`config.mk`:
```
export PLATFORM = sky130hd
export DESIGN_NAME = cpu_imem_loader
export DESIGN_NICKNAME = d
export VERILOG_FILES = /design/src/rtl/cpu_loader_pkg.sv /design/src/rtl/cpu_loader_packer.sv /design/src/rtl/cpu_imem_loader.sv
export SDC_FILE = /design/constraint.sdc
export NUM_CORES = 1
export LEC_CHECK = 0
export BUFFER_PORTS_ARGS = -buffer_cell sky130_fd_sc_hd__buf_2
export CORE_ASPECT_RATIO = 0.8
export CORE_UTILIZATION = 58
export CTS_BUF_LIST = sky130_fd_sc_hd__clkbuf_8 sky130_fd_sc_hd__clkbuf_16
export CTS_CLUSTER_SIZE = 8
export DETAILED_ROUTE_END_ITERATION = 12
export HOLD_SLACK_MARGIN = 0.06
export PLACE_DENSITY = 0.77
export SLEW_MARGIN = 20
export SYNTH_ARGS = -nofsm -noshare
export SYNTH_HDL_FRONTEND = slang
export SYNTH_SLANG_ARGS = --single-unit
export TNS_END_PERCENT = 20
```
`constraint.sdc`:
```
create_clock -name clk -period 2.6 [get_ports clk]
set_clock_uncertainty 0.15 [all_clocks]
set_input_delay 0.39 -clock clk [delete_from_list [all_inputs] [get_ports clk]]
set_output_delay 0.39 -clock clk [all_outputs]
set_load 0.03 [all_outputs]
```
`src/rtl/cpu_loader_pkg.sv`:
```
`default_nettype none
// ============================================================================
//  Module   : cpu_loader_pkg
//  Purpose  : Shared types and constants for the CPU instruction-memory loader.
//  Revision : 1.0 - initial release
// ============================================================================
package cpu_loader_pkg;

   typedef enum logic [2:0] {
      IDLE   = 3'd0,
      LEN_LO = 3'd1,
      LEN_HI = 3'd2,
      DATA   = 3'd3,
      DONE   = 3'd4,
      ERR    = 3'd5
   } loader_state_t;

   localparam int BYTES_PER_WORD = 4;
   localparam int LEN_BYTES      = 2;

   function automatic logic is_loading(input loader_state_t s);
      return (s == LEN_LO) || (s == LEN_HI) || (s == DATA);
   endfunction

endpackage
`default_nettype wire

```
`src/rtl/cpu_loader_packer.sv`:
```
`default_nettype none
// ============================================================================
//  Module   : cpu_loader_packer
//  Purpose  : Packs bytes little-endian into 32-bit words, one-cycle word pulse.
//  Revision : 1.0 - initial release
// ============================================================================
module cpu_loader_packer
   import cpu_loader_pkg::*;
(
   input  logic        clk,
   input  logic        rst_n,
   input  logic        i_clear,
   input  logic        i_valid,
   input  logic [7:0]  i_byte,
   output logic        o_last_lane,
   output logic        o_word_valid,
   output logic [31:0] o_word
);

   localparam int LANE_W = $clog2(BYTES_PER_WORD);
   localparam int BUF_W  = 8 * (BYTES_PER_WORD - 1);
   localparam logic [LANE_W-1:0] c_LAST_LANE = LANE_W'(BYTES_PER_WORD - 1);

   logic [LANE_W-1:0] r_lane;
   logic [BUF_W-1:0]  r_buf;
   logic [31:0]       r_word;
   logic              r_word_valid;

   assign o_last_lane  = (r_lane == c_LAST_LANE);
   assign o_word_valid = r_word_valid;
   assign o_word       = r_word;

   // Earlier bytes shift down so byte0 ends up in the least significant lane.
   always_ff @(posedge clk or negedge rst_n) begin
      if (!rst_n) begin
         r_lane       <= '0;
         r_buf        <= '0;
         r_word       <= '0;
         r_word_valid <= 1'b0;
      end else begin
         r_word_valid <= 1'b0;
         if (i_clear) begin
            r_lane <= '0;
         end else if (i_valid) begin
            if (o_last_lane) begin
               r_word       <= {i_byte, r_buf};
               r_word_valid <= 1'b1;
            end else begin
               r_buf <= {i_byte, r_buf[BUF_W-1:8]};
            end
            r_lane <= r_lane + 1'b1;
         end
      end
   end

endmodule
`default_nettype wire

```
`src/rtl/cpu_imem_loader.sv`:
```
`default_nettype none
// ============================================================================
//  Module   : cpu_imem_loader
//  Purpose  : Loads CPU instruction memory from a length-prefixed host byte stream.
//  Revision : 1.0 - initial release
// ============================================================================
module cpu_imem_loader
   import cpu_loader_pkg::*;
#(
   parameter int ADDR_W      = 16,
   parameter int TIMEOUT_CYC = 1024
)(
   input  logic              clk,
   input  logic              rst_n,
   input  logic              i_start,
   input  logic [7:0]        i_rx_data,
   input  logic              i_rx_valid,
   output logic              o_rx_ready,
   output logic              o_mem_we,
   output logic [ADDR_W-1:0] o_mem_waddr,
   output logic [31:0]       o_mem_wdata,
   output logic              o_cpu_hold,
   output logic              o_done,
   output logic              o_err
);

   localparam int TMO_W = (TIMEOUT_CYC > 1) ? $clog2(TIMEOUT_CYC + 1) : 1;
   localparam logic [TMO_W-1:0]  c_TMO_LAST  = TMO_W'((TIMEOUT_CYC > 0) ? TIMEOUT_CYC - 1 : 0);
   localparam logic [ADDR_W-1:0] c_ADDR_STEP = ADDR_W'(BYTES_PER_WORD);

   loader_state_t     r_state;
   loader_state_t     w_next;
   logic [7:0]        r_len_lo;
   logic [15:0]       r_rem;
   logic [TMO_W-1:0]  r_tmo;
   logic [ADDR_W-1:0] r_waddr;
   logic [ADDR_W-1:0] r_mem_waddr;
   logic [15:0]       w_len;
   logic              w_start;
   logic              w_accept;
   logic              w_timeout;
   logic              w_pack_in;
   logic              w_last_lane;

   assign w_start   = i_start && !is_loading(r_state);
   assign w_accept  = i_rx_valid && o_rx_ready;
   assign w_len     = {i_rx_data, r_len_lo};
   assign w_pack_in = w_accept && (r_state == DATA);
   assign w_timeout = (TIMEOUT_CYC != 0) && is_loading(r_state) && !w_accept
                      && (r_tmo == c_TMO_LAST);

   always_ff @(posedge clk or negedge rst_n) begin
      if (!rst_n) r_state <= IDLE;
      else        r_state <= w_next;
   end

   always_comb begin
      w_next = r_state;
      case (r_state)
         IDLE, DONE, ERR: if (i_start) w_next = LEN_LO;
         LEN_LO:          if (w_accept) w_next = LEN_HI;
         LEN_HI: begin
            if (w_accept) begin
               if (w_len == 16'd0)           w_next = DONE;
               else if (w_len[1:0] != 2'b00) w_next = ERR;
               else                          w_next = DATA;
            end
         end
         DATA:            if (w_accept && (r_rem == 16'd1)) w_next = DONE;
         default:         w_next = IDLE;
      endcase
      if (w_timeout) w_next = ERR;
   end

   always_comb begin
      o_rx_ready = is_loading(r_state);
      o_done     = (r_state == DONE);
      o_err      = (r_state == ERR);
      o_cpu_hold = (r_state != DONE);
   end

   // The final word's write lands in the first DONE cycle; no backpressure exists.
   always_ff @(posedge clk or negedge rst_n) begin
      if (!rst_n) begin
         r_len_lo    <= '0;
         r_rem       <= '0;
         r_tmo       <= '0;
         r_waddr     <= '0;
         r_mem_waddr <= '0;
      end else begin
         if (w_start) begin
            r_tmo   <= '0;
            r_rem   <= '0;
            r_waddr <= '0;
         end else if (is_loading(r_state)) begin
            r_tmo <= w_accept ? '0 : r_tmo + 1'b1;
         end
         if (w_accept) begin
            case (r_state)
               LEN_LO:  r_len_lo <= i_rx_data;
               LEN_HI:  r_rem    <= w_len;
               DATA:    r_rem    <= r_rem - 16'd1;
               default: ;
            endcase
         end
         if (w_pack_in && w_last_lane) begin
            r_mem_waddr <= r_waddr;
            r_waddr     <= r_waddr + c_ADDR_STEP;
         end
      end
   end

   cpu_loader_packer u_packer (
      .clk          (clk),
      .rst_n        (rst_n),
      .i_clear      (w_start),
      .i_valid      (w_pack_in),
      .i_byte       (i_rx_data),
      .o_last_lane  (w_last_lane),
      .o_word_valid (o_mem_we),
      .o_word       (o_mem_wdata)
   );

   assign o_mem_waddr = r_mem_waddr;

endmodule
`default_nettype wire

```
==> results of run 1 <==
## synthesized netlist by cell type, drive strengths merged, types with 4 or more instances
| master | n | area share |
|---|---|---|
| a21oi | 17 | 0.015 |
| a22o | 7 | 0.011 |
| a31oi | 8 | 0.0090 |
| and3 | 5 | 0.0056 |
| buf | 11 | 0.0097 |
| clkbuf | 18 | 0.012 |
| dfrtp | 125 | 0.56 |
| ha | 5 | 0.011 |
| inv | 6 | 0.0040 |
| mux2 | 32 | 0.065 |
| nand2 | 166 | 0.11 |
| nand3 | 14 | 0.013 |
| nand4 | 6 | 0.0067 |
| nor2 | 39 | 0.026 |
| nor3 | 7 | 0.0063 |
| nor4 | 8 | 0.0090 |
| o21ai | 54 | 0.049 |
| o31ai | 4 | 0.0054 |
| xnor2 | 5 | 0.0079 |
| xor2 | 4 | 0.0063 |
## cells by family (layout without fill, tap and decap cells)
logic type	count (synthesis)	in the layout	share of synthesized area
AO/OA/AOI/OAI	104	104	0.110
other	1	2	0.000674
flip-flops	125	125	0.562
adder cells (fa/ha/maj)	5	5	0.0112
buffers and inverters	35	113	0.0259
multiplexers	34	34	0.0684
XOR/XNOR	9	9	0.0142
AND/OR/NAND/NOR	265	265	0.208
## cell type report
| type | count | area share |
|---|---|---|
| flip-flops and latches | 125 | 0.474 |
| multi-input cells | 419 | 0.349 |
| repair buffers | 78 | 0.0736 |
| clock buffers | 20 | 0.0708 |
| well taps | 115 | 0.0218 |
| clock inverters | 9 | 0.00740 |
| inverters | 6 | 0.00341 |
## worst min path at each step
stage	slack, ns	startpoint	to	cells after the start
floorplan	-0.06	rst_n	o_mem_waddr[10]	0
global placement	0.24	rst_n	r_tmo[7]	1
detailed placement	0.24	rst_n	r_tmo[7]	1
CTS	0.09	i_rx_data[4]	u_packer.o_word[28]	3
global route	0.11	i_rx_data[3]	u_packer.o_word[27]	3
finish	0.10	i_rx_data[4]	u_packer.o_word[28]	3
## flip-flops by register name (all words and copies together), names as in the netlist
name,cells
r_tmo,11
u_packer.r_buf,24
o_mem_waddr,14
r_rem,16
r_waddr,14
r_state,3
u_packer.o_word_valid,1
u_packer.o_word,32
r_len_lo,8
u_packer.r_lane,2
## power breakdown
| part | switching, mW | internal [mW] | total, mW | leakage [nW] |
|---|---|---|---|---|
| clock | 0.794 | 1.26 | 2.05 | 0.260 |
| sequential | 0.379 | 2.39 | 2.77 | 1.67 |
| combinational | 1.12 | 0.848 | 1.96 | 1.46 |
## tightest hold or removal path, stage by stage
cell and delay, ns:
buf_2 0.14, nand2_1 0.06, nand2_1 0.04
## stage by stage
| stage | cell area (um2) | util | worst slack (ns) | cells | hold slack, ns |
|---|---|---|---|---|---|
| final | 6600 | 0.718 | 0.0869 | 772 | 0.104 |
| after global routing | 6600 | 0.718 | 0.00903 | 772 | 0.111 |
| after CTS | 6600 | 0.718 | 0.0916 | 772 | 0.0858 |
| after detailed placement | 6070 | 0.660 | 0.111 | 742 | 0.237 |
| after global placement | 6070 | 0.660 | 0.215 | 742 | 0.235 |
| after floorplan | 5570 | - | 0.179 | 579 | -0.0556 |
## routing by layer
layer	wire, um	GRT usage	vias to the layer above
met5	0	0	-
met4	129	0.107	0
met3	651	0.0651	14
met2	6060	0.445	135
met1	5530	0.355	2214
li1	-	-	2118
==> flow_summary.json, run 1 <==
{
  "outcome": "finished, violations left",
  "violations": "design-rule violations",
  "r2r-start": "r_rem[0]",
  "worstPathArrival_ns": 2.71,
  "crit_fanout": 5,
  "drtIter0Drc": 304,
  "crit_cells": 7,
  "nFillCells": 685,
  "cp_top_family": "simple AND/OR/NAND/NOR gates",
  "worst-path-buf-inv": 1,
  "gp_congestion": 0.919,
  "grt_max_degree": 59,
  "end_kind": "flip-flop",
  "syn2layout_area_growth_pct": 18.6,
  "drv_cap": 0,
  "avgSynthCellArea_um2": 9.63,
  "leakagePower_nw": 3.39,
  "syn_inst": 578,
  "finalMaxSlewViolations": 0,
  "period_minus_slack_ns": 2.51,
  "clk-insertion-delay-late_ns": 0.41,
  "grt_pass1_wl_mm": 20.6,
  "diodes": 0,
  "worstReg2RegEnd": "r_rem[14]",
  "slew-limit-headroom": 0.353,
  "dr.pass1.iters": 9,
  "initial_core_util": 0.605,
  "cts_sinks": 125,
  "ir_drop_v": 0.000651,
  "worst_path_max_delay_cell": "or4b_1",
  "final_antenna_net_count": 0,
  "synth_edf_count": 0,
  "crit_type": "reg -> reg",
  "p_per_area_nw_per_um2": 1030,
  "cts.repair.resized": 0,
  "layout-drive-gt1-share": 0.222,
  "dieWidth_um": 112,
  "io_buffer_count": 62,
  "clkTransAtPathRegs_ns": 0.06,
  "reg2reg_depth": 7,
  "required_ns": 2.79,
  "async_flop_share": 1.00,
  "hold_viol": 0,
  "cts_htree_levels": 4,
  "yosysSeqAreaShare": 0.562,
  "crit_path_end": "r_rem[14]",
  "via_per_inst": 5.80,
  "avgRoutedWirePerCell_um": 16.0,
  "cts_root_buffer": "clkbuf_16",
  "worstMarginPinSlew_ns": 0.967,
  "synth-seq-cells": 125,
  "yosysWarnings": 0,
  "die_area_um2": 9990,
  "min_path_type": "in -> reg",
  "cpPeakStageDelay_ns": 0.50,
  "grt_pass1_vias": 4251,
  "die_h_um": 89.6,
  "vias": 4481,
  "startpoint": "r_rem[0]",
  "total_power_mw": 6.79,
  "hold_buffers": 1,
  "antenna_found_initial": 0,
  "path_cells": "inv_1, ha_1, or3b_1, or3_4, or4b_1, a31oi_1, a22o_2",
  "ios": 65,
  "final_cell_mix": "nand2_1 (165), dfrtp_1 (125), buf_2 (61)",
  "overflow": 0,
  "rsz0062_at_grt": "no",
  "final_common_cell": "nand2_1",
  "core_um2": 9190,
  "cts_buffers": 17,
  "multi_input_area_um2": 2300,
  "num_rows": 31,
  "netlist_area_um2": 5560,
  "drc_errors": 4,
  "cts_buffer_depth": 2,
  "reg2reg_slack_ns": 0.09,
  "finalSetupViolCount": 0,
  "fin_crit_sh": 0.967,
  "synthDistinctLibCells": 49,
  "fmaxAchievable_mhz": 398,
  "cts_tree": "yes",
  "nets": 664,
  "synthFlopType": "dfrtp_1",
  "routed_wl_mm": 12.4,
  "area.sequential_um2": 3130,
  "dp_hpwl_mm": 8.00,
  "postCtsSetupRepairBufs": 0,
  "fin_setup_tns_ns": 0,
  "start_kind": "flip-flop",
  "grtUsageTotal": 0.270
}
(Power assumes the default switching activity.)
==> run 2: changes to the inputs <==
--- a/config.mk
+++ b/config.mk
@@ -7,10 +7,12 @@
 export LEC_CHECK = 0
 export BUFFER_PORTS_ARGS = -buffer_cell sky130_fd_sc_hd__buf_2
 export CORE_ASPECT_RATIO = 0.8
+export CORE_MARGIN = 1.5
 export CORE_UTILIZATION = 58
 export CTS_BUF_LIST = sky130_fd_sc_hd__clkbuf_8 sky130_fd_sc_hd__clkbuf_16
 export CTS_CLUSTER_SIZE = 8
 export DETAILED_ROUTE_END_ITERATION = 12
+export GPL_TIMING_DRIVEN = 0
 export HOLD_SLACK_MARGIN = 0.06
 export PLACE_DENSITY = 0.77
 export SLEW_MARGIN = 20
==> flow_summary.json, run 2 (synthesized netlist as in run 1, its figures left out) <==
{
  "outcome": "finished, violations left",
  "violations": "design-rule violations, negative setup slack",
  "start_kind": "flip-flop",
  "ir_drop_v": 0.000694,
  "path_cells": "or4_1, buf_2, or3_4, or4b_1, a31oi_1, a22o_2",
  "dp_cells": 757,
  "cts_htree_levels": 4,
  "syn2layout_area_growth_pct": 21.0,
  "postCtsSetupRepairBufs": 0,
  "p_per_area_nw_per_um2": 1070,
  "final_common_cell": "nand2_1",
  "slew-limit-headroom": 0.437,
  "diodes": 0,
  "routed_wl_mm": 13.2,
  "final_cells": 790,
  "worstPathArrival_ns": 2.79,
  "r2r-start": "r_rem[6]",
  "grt_pass1_wl_mm": 21.6,
  "worstMarginPinSlew_ns": 0.838,
  "reg2reg_slack_ns": -0.001,
  "io_buffer_count": 62,
  "rsz0062_at_grt": "yes",
  "initial_core_util": 0.605,
  "finalMaxSlewViolations": 0,
  "leakagePower_nw": 3.43,
  "required_ns": 2.79,
  "largest_reg_flops": 32,
  "grt_pass1_vias": 4316,
  "cts_buffers": 17,
  "worst_path_max_delay_cell": "or4b_1",
  "avgRoutedWirePerCell_um": 16.7,
  "final_cell_mix": "nand2_1 (165), dfrtp_1 (124), buf_2 (68)",
  "hold_viol": 0,
  "end_kind": "flip-flop",
  "cpPeakStageDelay_ns": 0.52,
  "cts_buffer_depth": 2,
  "dp_hpwl_mm": 8.56,
  "core_um2": 9190,
  "overflow": 0,
  "clk-insertion-delay-late_ns": 0.41,
  "antenna_found_initial": 0,
  "setup_slack_ns": -0.00113,
  "post-route-util": 0.733,
  "grt_max_degree": 67,
  "ios": 65,
  "final_antenna_net_count": 0,
  "cts_tree": "yes",
  "cts_sinks": 125,
  "area.sequential_um2": 3130,
  "drv_cap": 0,
  "dieWidth_um": 113,
  "vias": 4626,
  "worstReg2RegEnd": "r_rem[14]",
  "whs_endpoint": "u_packer.o_word[28]",
  "fin_crit_sh": 1.00,
  "crit_type": "reg -> reg",
  "finalSetupViolCount": 1,
  "fmaxAchievable_mhz": 384,
  "clkTransAtPathRegs_ns": 0.06,
  "crit_fanout": 6,
  "gp_congestion": 0.859,
  "via_per_inst": 5.86,
  "period_minus_slack_ns": 2.60,
  "reg2reg_depth": 6,
  "drc_errors": 4,
  "grtUsageTotal": 0.273,
  "startpoint": "r_rem[6]",
  "whs_ns": 0.102,
  "nFillCells": 673,
  "multi_input_area_um2": 2350,
  "num_rows": 31,
  "hold-path-cell-count": 3,
  "hold_path.startpoint": "i_rx_data[4]",
  "dr.pass1.iters": 9,
  "drtIter0Drc": 428,
  "die_area_um2": 10200,
  "layout-drive-gt1-share": 0.228,
  "cts_root_buffer": "clkbuf_16",
  "min_path_type": "in -> reg",
  "die_h_um": 90.6,
  "nets": 679
}
==> run 2: layout make-up <==
class | count | area share
plain buffers | 29 | 0.0193
clock buffers | 18 | 0.0652
clock inverters | 14 | 0.0249
inverters | 6 | 0.00334
multi-input cells | 419 | 0.349
flip-flops and latches | 125 | 0.465
well taps | 115 | 0.0214
repair buffers | 64 | 0.0526
==> run 2: critical path: cells and delay by family, from the launching register on <==
kind | cells | cell delay (ns)
buffers and inverters | 1 | 0.18
DFF | 1 | 0.42
and+or+nand+nor | 3 | 1.45
AOI/OAI and AO/OA | 2 | 0.34
==> run 2: metrics by stage <==
| stage | setup TNS, ns | instance area [um2] | setup slack, ns | total power, mW |
|---|---|---|---|---|
| floorplan | 0 | 5570 | 0.179 | 4.14 |
| global placement | -70.42 | 6020 | -0.571 | 4.60 |
| detailed placement | -2.10 | 6060 | -0.0937 | 4.70 |
| CTS | 0 | 6690 | 0.00625 | 7.16 |
| global route | -0.0642 | 6730 | -0.0558 | 7.56 |
| finish | -0.00113 | 6730 | -0.00113 | 7.23 |
==> run 2: report_power, final <==
group / internal, mW / total [mW] / leakage [nW] / switching, mW
Combinational: 0.844 / 2.04 / 1.48 / 1.20
Sequential: 2.39 / 2.78 / 1.67 / 0.390
Clock: 1.53 / 2.41 / 0.281 / 0.875
Total: 4.76 / 7.23 / 3.43 / 2.47
==> run 2: layer usage <==
| layer | share of wire | up-vias | track usage |
|---|---|---|---|
| li1 | - | 2142 | - |
| met1 | 0.44 | 2282 | 0.395 |
| met2 | 0.47 | 183 | 0.413 |
| met3 | 0.068 | 19 | 0.0617 |
| met4 | 0.014 | 0 | 0.0886 |
| met5 | 0 | - | 0 |
==> run 2: worst max-delay path by stage <==
| stage | to | slack [ns] |
|---|---|---|
| global route | r_rem[14] | -0.06 |
| global placement | u_packer.o_word[4] | -0.57 |
| CTS | r_state[1] | 0.006 |
| detailed placement | u_packer.r_buf[12] | -0.09 |
| floorplan | r_rem[14] | 0.18 |
| finish | r_rem[14] | -0.001 |
==> run 2: timing repair <==
item | 4_1_cts | 5_1_grt
endpoints found under the setup margin | 51 | 66
gates resized for setup | 8 | 11
hold buffers | 1 | 0
endpoints found under the hold margin | 59 | 0
pin swaps | 1 | 0
==> run 3: changes to the inputs <==
--- a/config.mk
+++ b/config.mk
@@ -5,16 +5,16 @@
 export SDC_FILE = /design/constraint.sdc
 export NUM_CORES = 1
 export LEC_CHECK = 0
-export BUFFER_PORTS_ARGS = -buffer_cell sky130_fd_sc_hd__buf_2
+export BUFFER_PORTS_ARGS = -buffer_cell sky130_fd_sc_hd__clkbuf_2
 export CORE_ASPECT_RATIO = 0.8
 export CORE_MARGIN = 1.5
-export CORE_UTILIZATION = 58
+export CORE_UTILIZATION = 62
 export CTS_BUF_LIST = sky130_fd_sc_hd__clkbuf_8 sky130_fd_sc_hd__clkbuf_16
 export CTS_CLUSTER_SIZE = 8
 export DETAILED_ROUTE_END_ITERATION = 12
 export GPL_TIMING_DRIVEN = 0
 export HOLD_SLACK_MARGIN = 0.06
-export PLACE_DENSITY = 0.77
+export PLACE_DENSITY = 0.82
 export SLEW_MARGIN = 20
 export SYNTH_ARGS = -nofsm -noshare
 export SYNTH_HDL_FRONTEND = slang
==> constraint.sdc (replaced) <==
create_clock -name clk -period 3.2 [get_ports clk]
set_clock_uncertainty 0.15 [all_clocks]
set_input_delay 0.48 -clock clk [delete_from_list [all_inputs] [get_ports clk]]
set_output_delay 0.48 -clock clk [all_outputs]
set_load 0.03 [all_outputs]
==> flow_summary.json, run 3 (synthesized netlist as in run 1, its figures left out) <==
{
  "worstReg2RegEnd": "r_len_lo[6]",
  "min_path_type": "in -> reg",
  "overflow": 0,
  "cts_buffer_depth": 2,
  "cpPeakStageDelay_ns": 0.43,
  "cts_tree": "yes",
  "ios": 65,
  "fin_crit_sh": 0.935,
  "path_cells": "clkbuf_1, clkbuf_1, clkbuf_1, and3_1, clkbuf_2",
  "ir_drop_v": 0.000628,
  "core_um2": 8600,
  "leakagePower_nw": 3.36,
  "vias": 4721,
  "cts_root_buffer": "clkbuf_8",
  "postCtsSetupRepairBufs": 0,
  "fmaxAchievable_mhz": 334,
  "clkTransAtPathRegs_ns": 0.07,
  "worst_path_max_delay_cell": "clkbuf_1",
  "die_h_um": 87.7,
  "num_rows": 30,
  "cts_sinks": 125,
  "finalSetupViolCount": 0,
  "via_per_inst": 6.00,
  "outcome": "complete, no violations",
  "p_per_area_nw_per_um2": 871,
  "cts_htree_levels": 4,
  "rsz0062_at_grt": "no",
  "clk-insertion-delay-late_ns": 0.52,
  "reg2reg_depth": 5,
  "layout-drive-gt1-share": 0.206,
  "hold-path-cell-count": 3,
  "final_antenna_net_count": 0,
  "drtIter0Drc": 473,
  "start_kind": "flip-flop",
  "worstMarginPinSlew_ns": 1.01,
  "grt_max_degree": 88,
  "final_cell_mix": "nand2_1 (166), dfrtp_1 (125), clkbuf_2 (61)",
  "drc_errors": 0,
  "dr.pass1.iters": 5,
  "nets": 679,
  "met1_usage": 0.422,
  "io_buffer_count": 62,
  "worstPathArrival_ns": 2.36,
  "cts_buffers": 17,
  "final_common_cell": "nand2_1",
  "initial_core_util": 0.647,
  "syn2layout_area_growth_pct": 19.5,
  "grtUsageMet3": 0.0699,
  "end_kind": "output pin",
  "hold_viol": 0,
  "avgRoutedWirePerCell_um": 17.2,
  "dp_hpwl_mm": 8.66,
  "die_area_um2": 9560,
  "grtUsageTotal": 0.305,
  "slew-limit-headroom": 0.315,
  "hold_buffers": 1,
  "dieWidth_um": 109,
  "post-route-util": 0.774,
  "total_power_mw": 5.79,
  "gp_congestion": 0.897,
  "diodes": 0,
  "grt_use_met2": 0.465,
  "drv_cap": 0,
  "crit_type": "reg -> out",
  "grt_busiest_layer": "met2",
  "routed_wl_mm": 13.5,
  "cts.repair.resized": 0,
  "crit_fanout": 10,
  "antenna_found_initial": 0,
  "hold_path.startpoint": "i_rx_data[3]",
  "largest_reg_flops": 32,
  "r2r-start": "r_rem[11]",
  "whs_endpoint": "u_packer.o_word[27]",
  "finalMaxSlewViolations": 0,
  "grt_pass1_vias": 4444,
  "required_ns": 2.57,
  "stdcell_area_um2": 6650,
  "grt_pass1_wl_mm": 21.9,
  "reg2reg_slack_ns": 0.32,
  "placed_area_um2": 6050,
  "period_minus_slack_ns": 2.99,
  "crit_top_cell": "clkbuf_1"
}
[run 3: how the worst max path moves through the flow]
stage | startpoint | end | slack, ns | depth (start not counted)
2_1_floorplan | r_rem[7] | r_rem[14] | 0.78 | 6
3_3_place_gp | rst_n | u_packer.o_word[5] | -0.31 | 1
3_5_place_dp | r_state[1] | u_packer.r_buf[21] | 0.43 | 7
4_1_cts | r_state[0] | o_err | 0.22 | 5
5_1_grt | r_state[0] | o_err | 0.05 | 5
6_report | r_state[0] | o_err | 0.21 | 5
[run 3: worst max-delay path: cells and delay by family (launching register included)]
kind / cells / cell delay [ns]
DFF: 1 / 0.34
buffers and inverters: 4 / 1.28
and+or+nand+nor: 1 / 0.22
[run 3: layout make-up]
class,instances,area (um2)
Buffer,29,121
Clock buffer,17,414
Clock inverter,15,171
Fill cell,559,1950
Inverter,6,22.5
Multi-Input combinational cell,419,2300
Sequential cell,125,3130
Tap cell,112,140
Timing Repair Buffer,64,357
[run 3: stage by stage]
stage | TNS [ns] | instances | hold slack [ns] | setup WS (ns)
finish | 0 | 787 | 0.0821 | 0.209
global route | 0 | 787 | 0.0971 | 0.0477
CTS | 0 | 787 | 0.0643 | 0.218
detailed placement | 0 | 754 | 0.272 | 0.430
global placement | -37.73 | 753 | 0.300 | -0.311
floorplan | 0 | 579 | 0.0344 | 0.779
[run 3: layer usage]
layer  vias to the layer above  share of wire
li1                       2157              -
met1                      2291           0.43
met2                       237           0.47
met3                        36          0.075
met4                         0          0.023
met5                         -              0
[run 3: power by group]
part / internal [mW] / total [mW] / switching (mW)
logic: 0.657 / 1.64 / 0.980
registers: 1.94 / 2.26 / 0.324
clock network: 1.08 / 1.89 / 0.816
